===== src/rtl/minicpu_regfile_alu.sv =====
// Register file plus ALU for the MiniCPU. It accepts commands over a valid/ready handshake,
// executes single-cycle ALU operations and runs a multi-cycle shift-add multiply.
module minicpu_regfile_alu #(
  parameter int WIDTH    = 8,
  parameter int NUM_REGS = 4,
  parameter int SEL_W    = $clog2(NUM_REGS)
) (
  input  logic                      clock,
  input  logic                      reset_n,
  input  logic                      cmd_valid,
  output logic                      cmd_ready,
  input  logic [3:0]                command,
  input  logic [SEL_W-1:0]          dst,
  input  logic [SEL_W-1:0]          src,
  input  logic [WIDTH-1:0]          in,
  output logic [NUM_REGS*WIDTH-1:0] R_out,
  output logic                      carry,
  output logic                      zero,
  output logic                      done,
  output logic                      err,
  output logic                      fsm_state
);

  // Handshake: a command is taken on a rising clock edge when cmd_valid && cmd_ready.
  // cmd_ready depends only on state. Inputs are ignored on any edge where no command is taken.

  localparam logic [0:0] S_IDLE = 1'b0;
  localparam logic [0:0] S_MUL  = 1'b1;

  localparam logic [3:0] OP_LOAD = 4'd1;
  localparam logic [3:0] OP_MOV  = 4'd2;
  localparam logic [3:0] OP_ADD  = 4'd3;
  localparam logic [3:0] OP_SUB  = 4'd4;
  localparam logic [3:0] OP_AND  = 4'd5;
  localparam logic [3:0] OP_OR   = 4'd6;
  localparam logic [3:0] OP_XOR  = 4'd7;
  localparam logic [3:0] OP_NOT  = 4'd8;
  localparam logic [3:0] OP_SHL  = 4'd9;
  localparam logic [3:0] OP_SHR  = 4'd10;
  localparam logic [3:0] OP_SWAP = 4'd11;
  localparam logic [3:0] OP_MUL  = 4'd12;
  localparam logic [3:0] OP_CLR  = 4'd13;
  localparam logic [3:0] OP_RS14 = 4'd14;
  localparam logic [3:0] OP_RS15 = 4'd15;

  localparam int              CNT_W    = $clog2(WIDTH);
  localparam logic [CNT_W-1:0] CNT_LAST = CNT_W'(WIDTH - 1);

  logic [0:0]         state;
  logic [WIDTH-1:0]   regs [NUM_REGS];

  logic [2*WIDTH-1:0] mul_mcand;
  logic [WIDTH-1:0]   mul_mplier;
  logic [2*WIDTH-1:0] mul_acc;
  logic [2*WIDTH-1:0] mul_acc_next;
  logic [CNT_W-1:0]   mul_cnt;
  logic [SEL_W-1:0]   mul_dst;
  logic [SEL_W-1:0]   mul_src;

  logic               accept;
  logic [WIDTH-1:0]   op_a;
  logic [WIDTH-1:0]   op_b;
  logic [WIDTH:0]     sum;
  logic               wr_dst;
  logic [WIDTH-1:0]   wr_dst_val;
  logic               wr_src;
  logic [WIDTH-1:0]   wr_src_val;
  logic               upd_zero;
  logic               upd_carry;
  logic               new_carry;
  logic               start_mul;
  logic               rsvd;

  assign cmd_ready = (state == S_IDLE);
  assign accept    = cmd_valid && cmd_ready;
  assign fsm_state = state;

  for (genvar g = 0; g < NUM_REGS; g++) begin : g_rout
    assign R_out[g*WIDTH +: WIDTH] = regs[g];
  end

  always_comb begin
    op_a       = regs[dst];
    op_b       = regs[src];
    sum        = {1'b0, op_a} + {1'b0, op_b};
    wr_dst     = 1'b0;
    wr_dst_val = '0;
    wr_src     = 1'b0;
    wr_src_val = '0;
    upd_zero   = 1'b0;
    upd_carry  = 1'b0;
    new_carry  = 1'b0;
    start_mul  = 1'b0;
    rsvd       = 1'b0;
    case (command)
      OP_LOAD: begin wr_dst = 1'b1; wr_dst_val = in; upd_zero = 1'b1; end
      OP_MOV:  begin wr_dst = 1'b1; wr_dst_val = op_b; upd_zero = 1'b1; end
      OP_ADD: begin
        wr_dst = 1'b1; wr_dst_val = sum[WIDTH-1:0]; upd_zero = 1'b1;
        upd_carry = 1'b1; new_carry = sum[WIDTH];
      end
      OP_SUB: begin
        wr_dst = 1'b1; wr_dst_val = op_a - op_b; upd_zero = 1'b1;
        upd_carry = 1'b1; new_carry = (op_a < op_b);
      end
      OP_AND:  begin wr_dst = 1'b1; wr_dst_val = op_a & op_b; upd_zero = 1'b1; end
      OP_OR:   begin wr_dst = 1'b1; wr_dst_val = op_a | op_b; upd_zero = 1'b1; end
      OP_XOR:  begin wr_dst = 1'b1; wr_dst_val = op_a ^ op_b; upd_zero = 1'b1; end
      OP_NOT:  begin wr_dst = 1'b1; wr_dst_val = ~op_a; upd_zero = 1'b1; end
      OP_SHL: begin
        wr_dst = 1'b1; wr_dst_val = {op_a[WIDTH-2:0], 1'b0}; upd_zero = 1'b1;
        upd_carry = 1'b1; new_carry = op_a[WIDTH-1];
      end
      OP_SHR: begin
        wr_dst = 1'b1; wr_dst_val = {1'b0, op_a[WIDTH-1:1]}; upd_zero = 1'b1;
        upd_carry = 1'b1; new_carry = op_a[0];
      end
      OP_SWAP: begin
        // With dst == src only the dst write happens, which rewrites the same value.
        wr_dst = 1'b1; wr_dst_val = op_b; upd_zero = 1'b1;
        wr_src = (dst != src); wr_src_val = op_a;
      end
      OP_MUL:  start_mul = 1'b1;
      OP_CLR:  begin wr_dst = 1'b1; wr_dst_val = '0; upd_zero = 1'b1; end
      OP_RS14, OP_RS15: rsvd = 1'b1;
      default: ;
    endcase
  end

  assign mul_acc_next = mul_acc + (mul_mplier[0] ? mul_mcand : '0);

  always_ff @(posedge clock or negedge reset_n) begin
    if (!reset_n) begin
      state      <= S_IDLE;
      carry      <= 1'b0;
      zero       <= 1'b0;
      done       <= 1'b0;
      err        <= 1'b0;
      mul_mcand  <= '0;
      mul_mplier <= '0;
      mul_acc    <= '0;
      mul_cnt    <= '0;
      mul_dst    <= '0;
      mul_src    <= '0;
      for (int i = 0; i < NUM_REGS; i++) regs[i] <= '0;
    end else begin
      done <= 1'b0;
      err  <= 1'b0;
      case (state)
        S_IDLE: begin
          if (accept) begin
            done <= !start_mul;
            err  <= rsvd;
            if (wr_dst)    regs[dst] <= wr_dst_val;
            if (wr_src)    regs[src] <= wr_src_val;
            if (upd_zero)  zero      <= (wr_dst_val == '0);
            if (upd_carry) carry     <= new_carry;
            if (start_mul) begin
              state      <= S_MUL;
              mul_mcand  <= {{WIDTH{1'b0}}, op_a};
              mul_mplier <= op_b;
              mul_acc    <= '0;
              mul_cnt    <= '0;
              mul_dst    <= dst;
              mul_src    <= src;
            end
          end
        end
        S_MUL: begin
          mul_acc    <= mul_acc_next;
          mul_mcand  <= mul_mcand << 1;
          mul_mplier <= mul_mplier >> 1;
          mul_cnt    <= mul_cnt + CNT_W'(1);
          // The last step commits straight from mul_acc_next, so the multiply occupies exactly WIDTH cycles.
          if (mul_cnt == CNT_LAST) begin
            regs[mul_dst] <= mul_acc_next[WIDTH-1:0];
            if (mul_dst != mul_src) regs[mul_src] <= mul_acc_next[2*WIDTH-1:WIDTH];
            carry <= (mul_acc_next[2*WIDTH-1:WIDTH] != '0);
            zero  <= (mul_acc_next == '0);
            done  <= 1'b1;
            state <= S_IDLE;
          end
        end
        default: state <= S_IDLE;
      endcase
    end
  end

endmodule


===== config.mk =====
export PLATFORM = sky130hd
export DESIGN_NAME = minicpu_regfile_alu
export DESIGN_NICKNAME = d
export VERILOG_FILES = /design/src/rtl/minicpu_regfile_alu.sv
export SDC_FILE = /design/constraint.sdc
export NUM_CORES = 1
export LEC_CHECK = 0
export ABC_AREA = 1
export BUFFER_PORTS_ARGS = -buffer_cell sky130_fd_sc_hd__clkbuf_2
export CORE_UTILIZATION = 45
export DETAILED_ROUTE_END_ITERATION = 16
export PLACE_DENSITY = 0.66
export SYNTH_ARGS = -nofsm -noshare
export SYNTH_HDL_FRONTEND = slang
export SYNTH_SLANG_ARGS = --single-unit

===== constraint.sdc =====
create_clock -name clock -period 2.93 [get_ports clock]
set_input_delay 0.1465 -clock clock [delete_from_list [all_inputs] [get_ports clock]]
set_output_delay 0.1465 -clock clock [all_outputs]
set_load 0.02 [all_outputs]

==> results of run 1 <==
-- metal layers --
layer / share of wire (%) / vias up
met5: 0 / -
met4: 3.3 / 0
met3: 11 / 78
met2: 43 / 487
met1: 43 / 4385
li1: - / 4715
-- cells in the mapped netlist (5+ instances only) --
cell / count
nor2_2: 8
clkbuf_1: 19
o21ai_0: 105
a31oi_1: 11
nor2_1: 157
nor3_1: 6
inv_1: 182
dfrtp_1: 84
inv_2: 5
nand2_2: 9
o22ai_1: 15
ha_1: 41
nand3b_1: 5
nand4_1: 12
o211ai_1: 18
a21oi_1: 94
nand3_1: 64
nand2_1: 471
a22o_1: 6
-- cell usage in the layout, fill, tap and decap left out, types with 5 or more instances in the layout --
cell type  Yosys  final
o211ai_1      18     18
ha_1          41     38
nor2_1       157    156
clkbuf_2       1     55
a21oi_2        2      5
dfrtp_1       84     80
nand4_1       12     12
o22ai_1       15     14
inv_1        182    180
a31oi_1       11     11
nand3_1       64     63
a22o_1         6      6
nor2_2         8      9
inv_2          5      7
a21oi_1       94     91
o21ai_1        2      6
nor3_1         6      6
buf_4          4    125
nand2_2        9     10
nand3b_1       5      5
o21ai_0      105    101
clkbuf_16      0      9
nand2_1      471    470
-- cell type report --
cell class / count / area [um^2]
inverters: 191 / 719
flip-flops and latches: 84 / 2110
fillers: 1838 / 7600
clock inverters: 7 / 87.6
multi-input cells: 1060 / 5190
well taps: 225 / 282
repair buffers: 183 / 1260
clock buffers: 9 / 225
-- worst paths after layout --
kind / from / to / slack (ns) / cells past startpoint
max in group asynchronous: reset_n / R_out[29] / 1.76 / 3
max: R_out[10] / R_out[3] / 0.12 / 18
min reg2reg: mul_mcand[15] / mul_mcand[15] / 0.49 / 2
min: command[1] / err / 0.09 / 3
min in group asynchronous: reset_n / mul_acc[11] / 0.40 / 2
max reg2reg: R_out[10] / R_out[3] / 0.12 / 18
-- tightest hold or removal path, stage by stage --
cell and delay, ns:
clkbuf_2 0.11, inv_2 0.09, nor3_1 0.06
-- through the flow --
step / instance area [um^2] / worst slack, ns / power (mW)
2_1_floorplan: 8120 / 0.355 / 5.65
3_3_place_gp: 9490 / 0.00296 / 8.42
3_5_place_dp: 9490 / 0.0575 / 8.42
4_1_cts: 9810 / 0.0413 / 9.71
5_1_grt: 9870 / -0.00870 / 10.6
6_report: 9870 / 0.116 / 9.97
-- registers in the layout, indices dropped and copies added (netlist names), 2 cells and up --
| signal | count |
|---|---|
| mul_src | 2 |
| mul_acc | 16 |
| mul_mcand | 16 |
| mul_mplier | 8 |
| R_out | 32 |
| mul_cnt | 3 |
| mul_dst | 2 |
-- logic make-up after synthesis --
group                      share of synthesized area [%]
AOI/OAI and AO/OA                                   18.6
xor gates and xnor gates                           0.647
DFF                                                 25.9
adders and majority gates                           7.05
and+or+nand+nor                                     37.0
buffers and inverters                               10.8
-- power by group through the flow --
| stage | Sequential [mW] | Combinational (mW) | Clock (mW) |
|---|---|---|---|
| floorplan | 2.27 | 3.38 | 0 |
| global placement | 2.07 | 6.35 | 0 |
| detailed placement | 2.08 | 6.34 | 0 |
| CTS | 2.06 | 6.37 | 1.27 |
| global route | 2.13 | 7.16 | 1.31 |
| finish | 2.11 | 6.59 | 1.27 |
-- what timing repair did --
item	4_1_cts	5_1_grt
hold endpoints to repair	54	0
setup buffers	0	1
hold buffers	1	0
gates resized for setup	0	23
setup endpoints to repair	0	27
==> flow_summary.ini, run 1 <==
[global_routing]
grt_max_degree = 57
track_usage_pct = 36.9
grt-busiest-layer = met2
grt_pass1_vias = 8912
grt_use_met2_pct = 55.8
grtUsageMet1_pct = 50.2
grtUsageMet3_pct = 10.4
antenna_found_initial = 1
overflow = 0
grt_pass1_wl_um = 50400

[power]
power.clock.fraction_pct = 12.7
p_int_mw = 4.67
leakage_nw = 5.47
switching_share_pct = 53.2
ir_drop_mv = 0.510
combPwrFrac_pct = 66.1
switchingPower_mw = 5.30
seq_power_share_pct = 21.2
power_density_nw_per_um2 = 1010

[sta]
hold_viol = 0
whs_ns = 0.0914
maxSlewViolCount = 0
min_period_over_period_pct = 96.1
setup_viol = 0
skew_ns = 0.0116
tightest_slew_ns = 0.800
rsz0062_at_grt = yes
maxSlewHeadroom_pct = 46.7
tns_ns = 0
fin_crit_ns = 2.81
max_freq_mhz = 355

[cts]
cts_max_level = 3
clockBufferDepth = 2
clock_latency_ns = 0.36
root_buffer = clkbuf_16
cts_tree = yes
clk_pin_slew_worst_paths_ns = 0.08
cts_inserted_buffers = 9
cts_sinks = 84

[run]
drv_cap = 0

[cells_and_area]
diodes = 0
utilization_pct = 56.5
fin_nets = 1592
area_growth_syn_to_layout_pct = 21.6
layoutNonFillerInstCount = 1759
drive_gt1_share_pct = 16.2

[worst_setup_path]
crit_fanout = 4
slowest_stage = dfrtp_1
endpoint_kind = flop
cp_data_arrival_time_ns = 3.04
crit_type = flop to flop
required_ns = 3.15
timing.critical_path.cells = inv_1 -> nor2_1 -> nor2_2 -> nand2_1 -> inv_1 -> ha_1 -> buf_4 -> nand2_1 -> nand2_1 -> nor2_1 -> nand2_1 -> nand3_1 -> nand4_1 -> buf_4 -> nand2_1 -> inv_1 -> o21ai_0 -> a21oi_1
crit_family = simple AND/OR/NAND/NOR gates
worstPathBufferInverterCount = 5
slowest_delay_ns = 0.38
crit_path_frequent_cell = nand2_1
start_kind = flop

[place]
globalplace.congestion = 1.01
dp.cells = 1741
hpwl_um = 26900
port_buffers = 56

[synth]
synthArstFlopShare_pct = 100
synth_top_area_share_pct = 25.9
synth_ff_type = dfrtp_1
netlist_area_um2 = 8120
synth-edff-count = 0
ys_warn_count = 0
synthDistinctLibCells = 43
synth_fp_nets = 1431
yosys-top-cells-area = dfrtp_1, nand2_1, inv_1
synth-seq-area-share_pct = 25.9
yosysTopAreaCell = dfrtp_1
ys_seq_elements = 84
netlist_instances = 1368
avgSynthCellArea_um2 = 5.94

[floorplan]
die_h_um = 136
die-area_um2 = 18600
num_rows = 48
core_um2 = 17500
start_util_pct = 46.5
io_pins = 57
die_w_um = 136

[routing]
drtAntennaViolNets = 0
routed_wl_um = 33400
dr.first_iter.drc_count = 1205
via_per_inst = 5.49
vias = 9665
drc = 0
drt-wirelength-per-cell_um = 19.0
first_pass_iters = 6

[run_status]
outcome = finished clean

[worst_hold_path]
hold_class = input port to flop
Note: power is estimated with default switching activity, not from simulation.
==> run 2, diff against run 1 <==
--- a/config.mk
+++ b/config.mk
@@ -7,9 +7,11 @@
 export LEC_CHECK = 0
 export ABC_AREA = 1
 export BUFFER_PORTS_ARGS = -buffer_cell sky130_fd_sc_hd__clkbuf_2
+export CORE_ASPECT_RATIO = 1.1
 export CORE_UTILIZATION = 45
 export DETAILED_ROUTE_END_ITERATION = 16
 export PLACE_DENSITY = 0.66
+export SLEW_MARGIN = 20
 export SYNTH_ARGS = -nofsm -noshare
 export SYNTH_HDL_FRONTEND = slang
 export SYNTH_SLANG_ARGS = --single-unit
==> flow_summary.ini, run 2 (synthesis gave the netlist of run 1 again) <==
[floorplan]
start_util_pct = 46.0
core_um2 = 17700
die-area_um2 = 18600
io_pins = 57
die_w_um = 130
die_h_um = 143
num_rows = 51

[cells_and_area]
seq_area_um2 = 2110
area_growth_syn_to_layout_pct = 21.0
multi_input_area_um2 = 5230
layoutNonFillerInstCount = 1761
diodes = 0
largest_reg_flops = 32
nFillCells = 1875
most-common-layout-cells = nand2_1, inv_1, nor2_1
layout_commonest_cell = nand2_1
drive_gt1_share_pct = 16.2
fin_nets = 1581
utilization_pct = 55.6

[routing]
routed_wl_um = 33000
drtAntennaViolNets = 0
drt-wirelength-per-cell_um = 18.7
drc = 0
first_pass_iters = 7
via_per_inst = 5.53
dr.first_iter.drc_count = 1194
vias = 9736

[sta]
hold_viol = 0
min_period_over_period_pct = 93.3
maxSlewHeadroom_pct = 56.2
rsz0062_at_grt = no
tns_ns = 0
tightest_slew_ns = 0.657
skew_ns = 0.0114
maxSlewViolCount = 0
fin_crit_ns = 2.73
setup_viol = 0
max_freq_mhz = 366

[worst_setup_path]
cp_data_arrival_time_ns = 2.98
start_kind = flop
required_ns = 3.18
endpoint_kind = flop
crit_fanout = 6
crit_type = flop to flop

[power]
combPwrFrac_pct = 66.4
p_int_mw = 4.61
seq_power_share_pct = 21.6
power.clock.fraction_pct = 12.0
leakage_nw = 5.39
switchingPower_mw = 5.22
ir_drop_mv = 0.427
power_mw = 9.83
switching_share_pct = 53.1
power_density_nw_per_um2 = 1000

[cts]
root_buffer = clkbuf_16
clk_pin_slew_worst_paths_ns = 0.07
cts_tree = yes
cts_inserted_buffers = 9
cts_sinks = 84
clockBufferDepth = 2
cts_max_level = 3
clock_latency_ns = 0.36

[global_routing]
grt_max_degree = 51
antenna_found_initial = 0
overflow = 0
track_usage_pct = 36.4
grt_pass1_vias = 8855
grt_pass1_wl_um = 49900

[worst_hold_path]
hold_class = input port to flop

[place]
hpwl_um = 26400
port_buffers = 56
dp.cells = 1742
globalplace.congestion = 1.04

[run_status]
outcome = finished clean

[run]
drv_cap = 0
run 2: cell count changes in the layout (fill, tap and decap cells not counted), moves of 2 or more:
cell and change:
buf_4 -11, o21ai_0 +3, inv_1 -7, ha_4 +3
ha_1 -2, inv_8 -2, nor2_4 +2, inv_6 -3
inv_2 +7, o21ai_1 -3, clkinv_2 +2, clkinvlp_4 +2
nand2_1 -2, nand2_2 +2
run 2: path summary, 6_finish.rpt:
check                               from          end  slack, ns  depth (start not counted)
max in group asynchronous        reset_n          err       1.81                          3
min in group asynchronous        reset_n  mul_acc[11]       0.35                          2
hold / removal                command[1]          err       0.09                          3
setup reg to reg           mul_mplier[0]    R_out[20]       0.20                         14
setup / recovery           mul_mplier[0]    R_out[20]       0.20                         14
hold reg to reg               mul_cnt[0]   mul_cnt[0]       0.47                          1
run 2: layout make-up:
class                      count  area share, %
clock inverter                 6          0.649
clock buffer                  10           2.33
timing repair buffer         172           12.0
tap                          238           3.03
multi-input combinational   1060           53.2
inverter                     191           7.32
sequential                    84           21.4
run 2: per-stage QoR:
stage                     instance area, um^2  hold WS (ns)  worst slack (ns)
after floorplan                          8120        -0.149             0.355
after global placement                   9420         0.218           -0.0520
after detailed placement                 9420         0.217            0.0351
after CTS                                9720        0.0899            0.0108
after global routing                     9830         0.126           0.00479
final                                    9830        0.0925             0.195
run 2: per-layer routing:
metal / up-vias / wire length (um) / GRT usage [%]
met3: 82 / 3490 / 9.74
met1: 4456 / 13900 / 48.6
met2: 504 / 14200 / 55.5
met5: - / 0 / 0
li1: 4694 / - / -
met4: 0 / 1310 / 14.2
run 2: repair_timing:
action / 4_1_cts / 5_1_grt
hold buffers: 1 / 0
setup buffers: 0 / 2
resized for setup: 0 / 33
endpoints found under the hold margin: 48 / 0
endpoints found under the setup margin: 0 / 28
run 2: worst max-delay path: stages (launching register included):
cell,delay (ns)
dfrtp_1,0.43
nand2_1,0.10
inv_1,0.05
ha_1,0.22
fa_1,0.46
nand3_1,0.10
nand3_1,0.13
nand3_1,0.13
nand4_1,0.08
nand2_1,0.20
inv_1,0.12
o21ai_0,0.39
nand2_1,0.10
nand2_1,0.07
nand2_1,0.05
run 2: power groups by stage:
stage	combinational, mW	sequential [mW]	clock [mW]
6_report	6.52	2.12	1.18
5_1_grt	7.12	2.16	1.23
4_1_cts	6.22	2.08	1.19
3_5_place_dp	6.20	2.09	0
3_3_place_gp	6.19	2.09	0
2_1_floorplan	3.38	2.27	0
==> run 3, diff against run 2 <==
--- a/config.mk
+++ b/config.mk
@@ -11,6 +11,7 @@
 export CORE_UTILIZATION = 45
 export DETAILED_ROUTE_END_ITERATION = 16
 export PLACE_DENSITY = 0.66
+export REMOVE_ABC_BUFFERS = 1
 export SLEW_MARGIN = 20
 export SYNTH_ARGS = -nofsm -noshare
 export SYNTH_HDL_FRONTEND = slang
==> flow_summary.ini, run 3 (synthesis gave the netlist of run 1 again) <==
[power]
combPwrFrac_pct = 65.6
p_int_mw = 4.56
seq_power_share_pct = 21.8
switching_share_pct = 53.4
power.clock.fraction_pct = 12.6
power_density_nw_per_um2 = 1000
leakage_nw = 5.35
switchingPower_mw = 5.23
ir_drop_mv = 0.435
power_mw = 9.79

[global_routing]
grtUsageMet3_pct = 7.19
antenna_found_initial = 0
grt_pass1_wl_um = 49900
grt_use_met2_pct = 54.8
grtUsageMet1_pct = 49.5
track_usage_pct = 36.3
grt_max_degree = 48
grt-busiest-layer = met2
grt_pass1_vias = 8813
overflow = 0

[routing]
drt-wirelength-per-cell_um = 18.7
via_per_inst = 5.63
drtAntennaViolNets = 0
drc = 0
routed_wl_um = 32800
vias = 9850
dr.first_iter.drc_count = 1159
first_pass_iters = 7

[sta]
max_freq_mhz = 358
fin_crit_ns = 2.79
skew_ns = 0.00914
tns_ns = 0
min_period_over_period_pct = 95.3
maxSlewViolCount = 0
setup_viol = 0
tightest_slew_ns = 1.07
hold_viol = 0
setup_slack_ns = 0.139
maxSlewHeadroom_pct = 28.2

[run]
drv_cap = 0

[place]
hpwl_um = 25400
port_buffers = 56
dp.cells = 1732
pre_cts_ws_ns = 0.0513
globalplace.congestion = 1.03

[cells_and_area]
largest_reg_flops = 32
layout_commonest_cell = nand2_1
area_growth_syn_to_layout_pct = 20.3
nFillCells = 1870
fin_nets = 1570
drive_gt1_share_pct = 15.3
diodes = 0
layoutNonFillerInstCount = 1750
most-common-layout-cells = nand2_1, inv_1, nor2_1
utilization_pct = 55.3

[cts]
root_buffer = clkbuf_16
cts_sinks = 84
cts_inserted_buffers = 9
clock_latency_ns = 0.36
cts_max_level = 3
cts_tree = yes
clockBufferDepth = 2
clk_pin_slew_worst_paths_ns = 0.07

[worst_setup_path]
required_ns = 3.21
start_kind = flop
crit_fanout = 9
rr_worst_depth = 16
r2r_start = R_out[5]
reg2reg_slack_ns = 0.14
crit_type = flop to flop
cp_data_arrival_time_ns = 3.07
endpoint_kind = flop
timing.rr.end = zero

[floorplan]
io_pins = 57
start_util_pct = 46.0
die-area_um2 = 18600
num_rows = 51
die_w_um = 130
core_um2 = 17700
die_h_um = 143

[worst_hold_path]
min-delay-start = command[1]
hold_class = input port to flop
worstHoldPathCells = 3
min_to = err

[run_status]
outcome = finished clean
[run 3: critical path: stages, from the launching register on]
cell and delay, ns:
dfrtp_2 0.48, nand2_1 0.08, nand2_1 0.06, nand2_1 0.11
nand2_1 0.12, inv_1 0.07, ha_1 0.46, nand2_1 0.11
or2_2 0.33, nand3_1 0.08, nand2_1 0.08, nand3_1 0.09
nand4_2 0.13, buf_12 0.17, inv_1 0.05, nand3_1 0.09
a21oi_1 0.18
[run 3: what timing repair did]
| item | 4_1_cts | 5_1_grt |
|---|---|---|
| hold buffers | 1 | 0 |
| gates resized for setup | 0 | 30 |
| buffers inserted | 0 | 1 |
| endpoints found under the setup margin | 0 | 26 |
| endpoints found under the hold margin | 45 | 0 |
[run 3: worst max-delay path by stage]
stage                   start        end  depth (start not counted)
floorplan           fsm_state  R_out[14]                          6
global placement       src[1]  R_out[23]                         22
detailed placement     src[0]       zero                         19
CTS                  R_out[8]       zero                         15
global route        R_out[25]  R_out[28]                         18
finish               R_out[5]       zero                         16
[run 3: layout make-up]
| cell class | instances | area [um^2] | share of cell area (%) |
|---|---|---|---|
| Sequential cell | 84 | 2110 | 21.6 |
| Multi-Input combinational cell | 1060 | 5230 | 53.5 |
| Tap cell | 238 | 298 | 3.05 |
| Clock buffer | 9 | 225 | 2.30 |
| Timing Repair Buffer | 161 | 1110 | 11.4 |
| Inverter | 191 | 719 | 7.36 |
| Clock inverter | 7 | 81.3 | 0.832 |
[run 3: through the flow]
| stage | area [um^2] | hold slack (ns) |
|---|---|---|
| after floorplan | 7960 | -0.149 |
| after global placement | 9360 | 0.226 |
| after detailed placement | 9360 | 0.229 |
| after CTS | 9670 | 0.104 |
| after global routing | 9770 | 0.122 |
| final | 9770 | 0.113 |
[run 3: power groups by stage]
stage | clock network [mW] | registers, mW | logic, mW
CTS | 1.24 | 2.11 | 6.16
global placement | 0 | 2.12 | 6.09
finish | 1.23 | 2.14 | 6.42
global route | 1.29 | 2.18 | 6.97
detailed placement | 0 | 2.13 | 6.13
floorplan | 0 | 2.33 | 3.23
[run 3: metal layers]
metal  up-vias  share of wire (%)
met5         -                  0
met4         0                5.0
met3       105                 10
met1      4508                 42
met2       562                 43
li1       4675                  -
